[src/rtl/ps2_key_decoder.sv]
// PS/2 set-2 scan-code decoder: parses make/break/extended prefixes, tracks
// Shift and Caps Lock, maps letters/digits to ASCII and buffers them in a FWFT FIFO.
module ps2_key_decoder #(
  parameter int unsigned FIFO_DEPTH    = 8,
  parameter int unsigned CNT_W         = 8,
  parameter bit          LOWER_DEFAULT = 1'b1
) (
  input  logic             clk,
  input  logic             clrn,
  input  logic             in_valid,
  input  logic [7:0]       in_data,
  output logic             out_valid,
  output logic [7:0]       out_ascii,
  output logic [7:0]       out_scan,
  input  logic             out_ready,
  output logic             key_down,
  output logic [7:0]       cur_scan,
  output logic [CNT_W-1:0] press_cnt,
  output logic             shift,
  output logic             caps,
  output logic             overflow
);

  localparam int unsigned PtrW = (FIFO_DEPTH > 1) ? $clog2(FIFO_DEPTH) : 1;
  localparam logic [7:0] CodeExt   = 8'hE0;
  localparam logic [7:0] CodeBrk   = 8'hF0;
  localparam logic [7:0] CodeCaps  = 8'h58;
  localparam logic [7:0] CodeLshft = 8'h12;
  localparam logic [7:0] CodeRshft = 8'h59;
  localparam logic [PtrW:0] Full   = (PtrW+1)'(FIFO_DEPTH);

  typedef enum logic [1:0] {StIdle, StExt, StBrk, StExtBrk} state_e;

  state_e             state_q;
  logic [255:0]       held_q;
  logic [7:0]         cur_scan_q;
  logic [CNT_W-1:0]   press_cnt_q;
  logic               caps_q;
  logic               overflow_q;

  logic [15:0]        mem_q [FIFO_DEPTH];
  logic [PtrW-1:0]    wr_ptr_q, rd_ptr_q;
  logic [PtrW:0]      count_q;
  logic [15:0]        last_q;

  // Returns {is_letter, is_digit, upper-case/digit ascii}.
  function automatic logic [9:0] map_code(input logic [7:0] code);
    logic [9:0] r;
    r = 10'd0;
    case (code)
      8'h1C: r = {2'b10, 8'h41}; 8'h32: r = {2'b10, 8'h42}; 8'h21: r = {2'b10, 8'h43};
      8'h23: r = {2'b10, 8'h44}; 8'h24: r = {2'b10, 8'h45}; 8'h2B: r = {2'b10, 8'h46};
      8'h34: r = {2'b10, 8'h47}; 8'h33: r = {2'b10, 8'h48}; 8'h43: r = {2'b10, 8'h49};
      8'h3B: r = {2'b10, 8'h4A}; 8'h42: r = {2'b10, 8'h4B}; 8'h4B: r = {2'b10, 8'h4C};
      8'h3A: r = {2'b10, 8'h4D}; 8'h31: r = {2'b10, 8'h4E}; 8'h44: r = {2'b10, 8'h4F};
      8'h4D: r = {2'b10, 8'h50}; 8'h15: r = {2'b10, 8'h51}; 8'h2D: r = {2'b10, 8'h52};
      8'h1B: r = {2'b10, 8'h53}; 8'h2C: r = {2'b10, 8'h54}; 8'h3C: r = {2'b10, 8'h55};
      8'h2A: r = {2'b10, 8'h56}; 8'h1D: r = {2'b10, 8'h57}; 8'h22: r = {2'b10, 8'h58};
      8'h35: r = {2'b10, 8'h59}; 8'h1A: r = {2'b10, 8'h5A};
      8'h45: r = {2'b01, 8'h30}; 8'h16: r = {2'b01, 8'h31}; 8'h1E: r = {2'b01, 8'h32};
      8'h26: r = {2'b01, 8'h33}; 8'h25: r = {2'b01, 8'h34}; 8'h2E: r = {2'b01, 8'h35};
      8'h36: r = {2'b01, 8'h36}; 8'h3D: r = {2'b01, 8'h37}; 8'h3E: r = {2'b01, 8'h38};
      8'h46: r = {2'b01, 8'h39};
      default: r = 10'd0;
    endcase
    return r;
  endfunction

  logic       is_make, fresh, push, pop, full, do_push;
  logic [9:0] mapped;
  logic [7:0] ascii;

  // Decode the incoming byte against the pre-byte shift/caps state.
  always_comb begin
    is_make = in_valid && (state_q == StIdle) && (in_data != CodeExt) && (in_data != CodeBrk);
    fresh   = !held_q[in_data];
    mapped  = map_code(in_data);
    ascii   = mapped[7:0];
    if (mapped[9] && LOWER_DEFAULT && !(shift ^ caps_q)) ascii = mapped[7:0] + 8'h20;
    push    = is_make && (mapped[9] || mapped[8]);
    pop     = out_valid && out_ready;
    full    = (count_q == Full);
    // A full FIFO still accepts a push when the head leaves in the same cycle.
    do_push = push && (!full || pop);
  end

  // Parser FSM, held-key bitmap, press counter and Caps Lock toggle.
  always_ff @(posedge clk or negedge clrn) begin
    if (!clrn) begin
      state_q     <= StIdle;
      held_q      <= '0;
      cur_scan_q  <= 8'h00;
      press_cnt_q <= '0;
      caps_q      <= 1'b0;
    end else if (in_valid) begin
      unique case (state_q)
        StIdle: begin
          if (in_data == CodeExt) begin
            state_q <= StExt;
          end else if (in_data == CodeBrk) begin
            state_q <= StBrk;
          end else begin
            held_q[in_data] <= 1'b1;
            if (fresh) begin
              press_cnt_q <= press_cnt_q + CNT_W'(1);
              cur_scan_q  <= in_data;
              if (in_data == CodeCaps) caps_q <= ~caps_q;
            end
          end
        end
        StExt:    state_q <= (in_data == CodeBrk) ? StExtBrk : StIdle;
        StBrk: begin
          held_q[in_data] <= 1'b0;
          state_q         <= StIdle;
        end
        StExtBrk: state_q <= StIdle;
        default:  state_q <= StIdle;
      endcase
    end
  end

  // FIFO pointers, occupancy, sticky overflow and last-popped entry.
  always_ff @(posedge clk or negedge clrn) begin
    if (!clrn) begin
      wr_ptr_q   <= '0;
      rd_ptr_q   <= '0;
      count_q    <= '0;
      overflow_q <= 1'b0;
      last_q     <= 16'h0000;
    end else begin
      if (push && full && !pop) overflow_q <= 1'b1;
      if (do_push) wr_ptr_q <= wr_ptr_q + PtrW'(1);
      if (pop) begin
        rd_ptr_q <= rd_ptr_q + PtrW'(1);
        last_q   <= mem_q[rd_ptr_q];
      end
      if (do_push && !pop)      count_q <= count_q + (PtrW+1)'(1);
      else if (!do_push && pop) count_q <= count_q - (PtrW+1)'(1);
    end
  end

  // FIFO storage; entries are only read while valid, so no reset needed.
  always_ff @(posedge clk) begin
    if (do_push) mem_q[wr_ptr_q] <= {in_data, ascii};
  end

  // Output assembly; the head is shown directly (first-word fall-through).
  always_comb begin
    out_valid = (count_q != '0);
    {out_scan, out_ascii} = out_valid ? mem_q[rd_ptr_q] : last_q;
    key_down  = |held_q;
    shift     = held_q[CodeLshft] | held_q[CodeRshft];
    cur_scan  = cur_scan_q;
    press_cnt = press_cnt_q;
    caps      = caps_q;
    overflow  = overflow_q;
  end

endmodule

[config.mk]
export PLATFORM = sky130hd
export DESIGN_NAME = ps2_key_decoder
export DESIGN_NICKNAME = d
export VERILOG_FILES = /design/src/rtl/ps2_key_decoder.sv
export SDC_FILE = /design/constraint.sdc
export NUM_CORES = 1
export LEC_CHECK = 0
export BUFFER_PORTS_ARGS = -buffer_cell sky130_fd_sc_hd__buf_2
export CORE_ASPECT_RATIO = 0.9
export CORE_MARGIN = 2
export CORE_UTILIZATION = 42
export CTS_CLUSTER_DIAMETER = 80
export DETAILED_ROUTE_END_ITERATION = 16
export HOLD_SLACK_MARGIN = 0.15
export PLACE_DENSITY = 0.68
export SLEW_MARGIN = 20
export SYNTH_ARGS = -nofsm -noshare
export SYNTH_HDL_FRONTEND = slang
export SYNTH_SLANG_ARGS = --single-unit
[constraint.sdc]
create_clock -name clk -period 7.9 [get_ports clk]
set_input_delay 0.79 -clock clk [delete_from_list [all_inputs] [get_ports clk]]
set_output_delay 0.79 -clock clk [all_outputs]
set_load 0.1 [all_outputs]
=== Word-level counts from Yosys, hierarchy flattened ===
Memories as Yosys holds them, arrays and structs flattened.
Cells that the tools add are included.

* Register bits after elaboration: 302
* RAM bits: 128
* ROM bits: 1152
* Input port bits: 12
* Output and inout port bits: 37
* Logic and storage cells: 87
* Memories kept: 2

* Add/sub/neg operators: 6
* Magnitude comparators: 2
* Eq/ne operators: 12
* Multiplexer cells: 18
* Bitwise gates (word level): 9
* Reductions and logical operators: 28

{| class="wikitable"
|+ Memories
! memory !! depth !! width !! read ports !! clocked after Yosys merged registers in !! write ports !! RTL line !! RTL
|-
| (no name shown) || 128 || 9 || 1 || 0 || 0 || 50 || <nowiki>case (code)</nowiki>
|-
| mem_q || 8 || 16 || 1 || 0 || 1 || 41 || <nowiki>logic [15:0] mem_q [FIFO_DEPTH];</nowiki>
|}

{| class="wikitable"
|+ Operators by type and width
! operator !! count
|-
| $mux 256 || 2
|-
| $pmux 256 s2 || 1
|-
| $and 256x256->256 || 1
|-
| $not 256->256 || 1
|-
| $or 256x256->256 || 1
|-
| $reduce_or 256->1 || 1
|-
| $eq 8x8->1 const B || 2
|-
| $mux 16 || 1
|-
| $ne 8x8->1 const B || 2
|-
| $logic_and 1x1->1 || 12
|-
| $mux 10 || 1
|-
| $lt 8x9->1 const B || 1
|-
| $add 8x1->8 const B || 1
|-
| $add 8x6->8 const B || 1
|-
| $bmux 1 s8 || 1
|-
| $demux 1 s8 || 1
|-
| $eq 8x7->1 const B || 1
|-
| $ge 8x1->1 const B || 1
|-
| $mux 4 || 2
|-
| $mux 8 || 1
|-
| $add 3x1->3 const B || 2
|-
| $mux 2 || 3
|-
| $pmux 2 s3 || 1
|-
| $reduce_and 6->1 || 1
|-
| other kinds (20) || 33
|}

=== Longest topological paths before layout ===
* Word-level depth: 10
* Depth in mapped cells: 22
* Depth with buffers taken out: 17

=== Worst setup path after synthesis ===
OpenSTA, ideal clock, no wires.

* Path kind: in2reg
* From: in in_data[0]
* To: mem mem_q[4][0], enable pin
* Library setup time: 409 ps
* Arrival: 4468 ps
* Data required time: 7491 ps
* Slack: 3023 ps
* Cell stages on the path: 16
* Buffers on the path: 5
* Cells stage by stage: buf_6 -> buf_6 -> buf_6 -> buf_6 -> inv_1 -> ha_1 -> clkbuf_1 -> mux2i_1 -> o21ai_0 -> a32oi_1 -> nor3_1 -> a31oi_1 -> ha_1 -> nor3_1 -> nand2_1 -> nor3_1

* Longest elaborated chain between the ends: 7
* Elaborated cells on any way between the ends: 11
* Classes of those cells: eq/ne: 2; mux: 3; reduce/logical: 5; memory: 1

{| class="wikitable"
|+ Ends and longest elaborated chain
! element !! RTL line !! RTL
|-
| start, declared || 11 || <nowiki>input logic [7:0] in_data,</nowiki>
|-
| $mem_v2 128x9 / $ne 8x8->1 (equally long branches) || n/a ||
|-
| $mux 10 / $logic_and 1x1->1 (equally long branches) || 50, 75 ||
|-
| $logic_or 1x1->1 / $logic_and 1x1->1 (equally long branches) || 80, 75 ||
|-
| $logic_and 1x1->1 * || 80 || <nowiki>push = is_make && (mapped[9] || mapped[8]);</nowiki>
|-
| $logic_and 1x1->1 * || 84 || <nowiki>do_push = push && (!full || pop);</nowiki>
|-
| via do_push || 69 || <nowiki>logic is_make, fresh, push, pop, full, do_push;</nowiki>
|-
| $mux 1 * || 144 || <nowiki>if (do_push) mem_q[wr_ptr_q] <= {in_data, ascii};</nowiki>
|-
| $mux 1 (not written as such) * || 144 ||
|-
| end, declared || 41 ||
|}

The timed path passes the listed nets; every way through them passes the cells marked *.

=== Worst setup path after layout ===
* From: in in_data[1]
* To: reg count_q[3]

* Longest elaborated chain between the ends: 8
* Elaborated cells on any way between the ends: 14
* Classes of those cells: eq/ne: 2; mux: 2; reduce/logical: 9; memory: 1

{| class="wikitable"
|+ Ends and longest elaborated chain
! element !! RTL line !! RTL
|-
| $mem_v2 128x9 / $ne 8x8->1 (equally long branches) || n/a ||
|-
| $mux 10 / $logic_and 1x1->1 (equally long branches) || 50, 75 ||
|-
| $logic_or 1x1->1 / $logic_and 1x1->1 (equally long branches) || 80, 75 ||
|-
| $logic_and 1x1->1 * || 80 ||
|-
| $logic_and 1x1->1 * || 84 ||
|-
| via do_push || 69 ||
|-
| $logic_not 1->1 || 138 || <nowiki>else if (!do_push && pop) count_q <= count_q - (PtrW+1)'(1);</nowiki>
|-
| $logic_and 1x1->1 || 138 ||
|-
| $reduce_bool 2->1 (no line) || n/a ||
|-
| end signal, assigned || 137 || <nowiki>if (do_push && !pop) count_q <= count_q + (PtrW+1)'(1);</nowiki>
|-
| end signal, assigned || 138 ||
|-
| end, declared || 43 || <nowiki>logic [PtrW:0] count_q;</nowiki>
|}

Marks and branches as above.
A chain may end at the register's enable or synchronous reset.

==> results.cfg <==
[global_routing]
grt_pass1_vias = 14500
grt.total_usage_pct = 22.7
grt_pass1_wl_um = 88700
antenna_found_initial = 0
grt-ovfl-total = 0
grt_max_degree = 166

[synthesis]
syn-cell-area_mm2 = 0.0205
syn-num-nets = 1803
synth_top_cell_by_area = dfrtp_1
syn_area_per_cell_um2 = 11.6
yosys.area.top_type_share_pct = 36.8
yosys_register_bits = 430
synth-edff-count = 128
syn_inst = 1775
synthTopCellsByCount = dfrtp_1, a21oi_1, a31oi_1
synth.most_common_cell = dfrtp_1
synthTopCellsByArea = dfrtp_1, edfxtp_1, mux4_2
yosysWarnings = 0
ys_types = 63
synthFlopType = dfrtp_1
synth-seq-area-share_pct = 55.6
synthArstFlopShare_pct = 70.2

[cells_and_area]
finalNetCount = 1738
fillers = 4250
antennaDiodeCount = 0
final_area_mm2 = 0.0226
drive_gt1_share_pct = 16.4
synthToLayoutAreaGrowth_pct = 10.3
utilization_pct = 47.1

[floorplanning]
die-width_um = 237
start_util_pct = 42.7
rows = 76
io_pins = 49
fp.coreArea_mm2 = 0.0480
dieArea_mm2 = 0.0506
die_h_um = 214

[detailed_routing]
wl_um = 56900
drtIter0Drc = 1844
route.detailed.wl_per_inst_um = 24.1
via_per_inst = 6.46
vias = 15300
ant_nets = 0
drc = 0
drtPass1Iterations = 6

[worst_setup_path]
crit_path_end_kind = register
start_kind = primary input
worstPathMaxFanout = 43
critPathRequiredTime_ps = 8380
crit_type = in2reg
worst_ep_arrival_time_ps = 5190

[timing]
rsz0062_at_grt = no
layout_setup_ws_ps = 3180
post-route-period-util_pct = 59.7
period_minus_slack_ps = 4720
skew_ps = 37.5
fmax_mhz = 212
maxSlewHeadroom_pct = 28.0
worst_pin_slew_ps = 1080
slew_viol_final = 0
setup_viol = 0
finalHoldViolations = 0
setup_tns_ps = 0

[place]
place_congestion = 0.930
io_buffers = 48
dpl_worst_slack_ps = 2510
dp_hpwl_um = 34700
placed_area_mm2 = 0.0211

[power_and_ir_drop]
combPwrFrac_pct = 28.9
power.leakage_nw = 9.04
power.share.switching_pct = 37.8
p_total_w = 0.00687
power.density_mw_per_mm2 = 304
p_clk_share_pct = 30.7
seqPwrFrac_pct = 40.4
ir_drop_mv = 0.274
p_int_w = 0.00427
power.switching_w = 0.00260

[run]
drv_cap = 0

[clock_tree]
cts_buffer_depth = 3
insertion_delay_ps = 610
clock_sink_count = 430
cts_setup_buffers = 0
holdBufCountCts = 0
cts_made_buffers = 45
cts_tree = built
ctsResizeCount = 0
htree_levels = 2
cts.clk_slew.worst_paths_ps = 60
root_buffer = clkbuf_16

[hold_path]
hold_class = in2async

[status]
status = completed
## cell usage in the layout, fill, tap and decap left out, types with 10 or more instances in the layout
cell type,n
nand4_1,21
nand2_1,58
edfxtp_1,128
inv_1,12
clkbuf_1,10
buf_4,43
and3_1,15
dfrtp_1,301
clkbuf_16,45
nor4_1,69
o21ai_0,45
o22ai_1,12
mux2i_1,46
nor2_4,12
a21oi_1,288
a31oi_1,254
ha_1,15
buf_2,46
nor3_1,11
nand2b_1,13
nand3_1,16
mux4_2,78
nor2_1,53
## area by class of cell
class | instances | area [µm²] | area share, %
Sequential cell | 430 | 11400 | 50.4
Multi-Input combinational cell | 1130 | 8330 | 36.8
Clock buffer | 61 | 1250 | 5.51
Tap cell | 624 | 781 | 3.45
Timing Repair Buffer | 91 | 588 | 2.60
Clock inverter | 18 | 233 | 1.03
Inverter | 12 | 45.0 | 0.199
## cell families after synthesis
kind of cell | Yosys count | share of synthesized area [%]
AO/OA/AOI/OAI | 648 | 18.1
XOR/XNOR | 18 | 0.769
adder cells (fa/ha/maj) | 16 | 1.01
buffers and inverters | 215 | 4.53
flip-flops | 430 | 55.6
multiplexers | 142 | 12.3
AND/OR/NAND/NOR | 306 | 7.68
## power groups by stage
stage | clock network [W] | registers [W] | logic, W
2_1_floorplan | 0 | 0.00290 | 0.00146
3_3_place_gp | 0 | 0.00280 | 0.00196
3_5_place_dp | 0 | 0.00281 | 0.00199
4_1_cts | 0.00214 | 0.00277 | 0.00199
5_1_grt | 0.00224 | 0.00281 | 0.00210
6_report | 0.00211 | 0.00277 | 0.00199
## final timing paths
check	startpoint	end	slack, ps	cells after the start
max	in_data[1]	count_q[3]$_DFFE_PN0P_	3180	19
min	clrn	last_q[2]$_DFFE_PN0P_	150	1
max reg2reg	register	press_cnt[7]$_DFFE_PN0P_	4460	9
min reg2reg	press_cnt[7]$_DFFE_PN0P_	press_cnt[7]$_DFFE_PN0P_	470	1
max in group asynchronous	clrn	asynchronous set/reset pin	6330	2
min in group clk	press_cnt[7]$_DFFE_PN0P_	press_cnt[7]$_DFFE_PN0P_	470	1
## worst max-delay path, cell delays in order
cell and delay (ps):
buf_2 100, buf_4 490, inv_1 320, ha_1 480, mux2i_1 100, o21ai_0 170
a32oi_1 80, nor3_1 200, a31oi_1 110, ha_1 240, nor3_1 680, ha_1 310
inv_1 90, ha_1 280, a21o_1 180, a21oi_1 160, xnor2_1 130, nor2_1 60
xor2_1 140
## per-stage QoR
stage | hold WS [ps] | std cells
3_3_place_gp | 449 | 2287
3_5_place_dp | 456 | 2287
5_1_grt | 199 | 2366
2_1_floorplan | 451 | 1775
4_1_cts | 154 | 2366
6_report | 153 | 2366
## routing by layer
metal | track usage (%) | part of all wire (%) | up-vias
met3 | 5.34 | 10 | 123
li1 | - | - | 6740
met2 | 33.6 | 44 | 805
met4 | 7.90 | 3.0 | 0
met5 | 0 | 0 | -
met1 | 32.9 | 43 | 7614
Note: power is estimated with default switching activity, not from simulation.
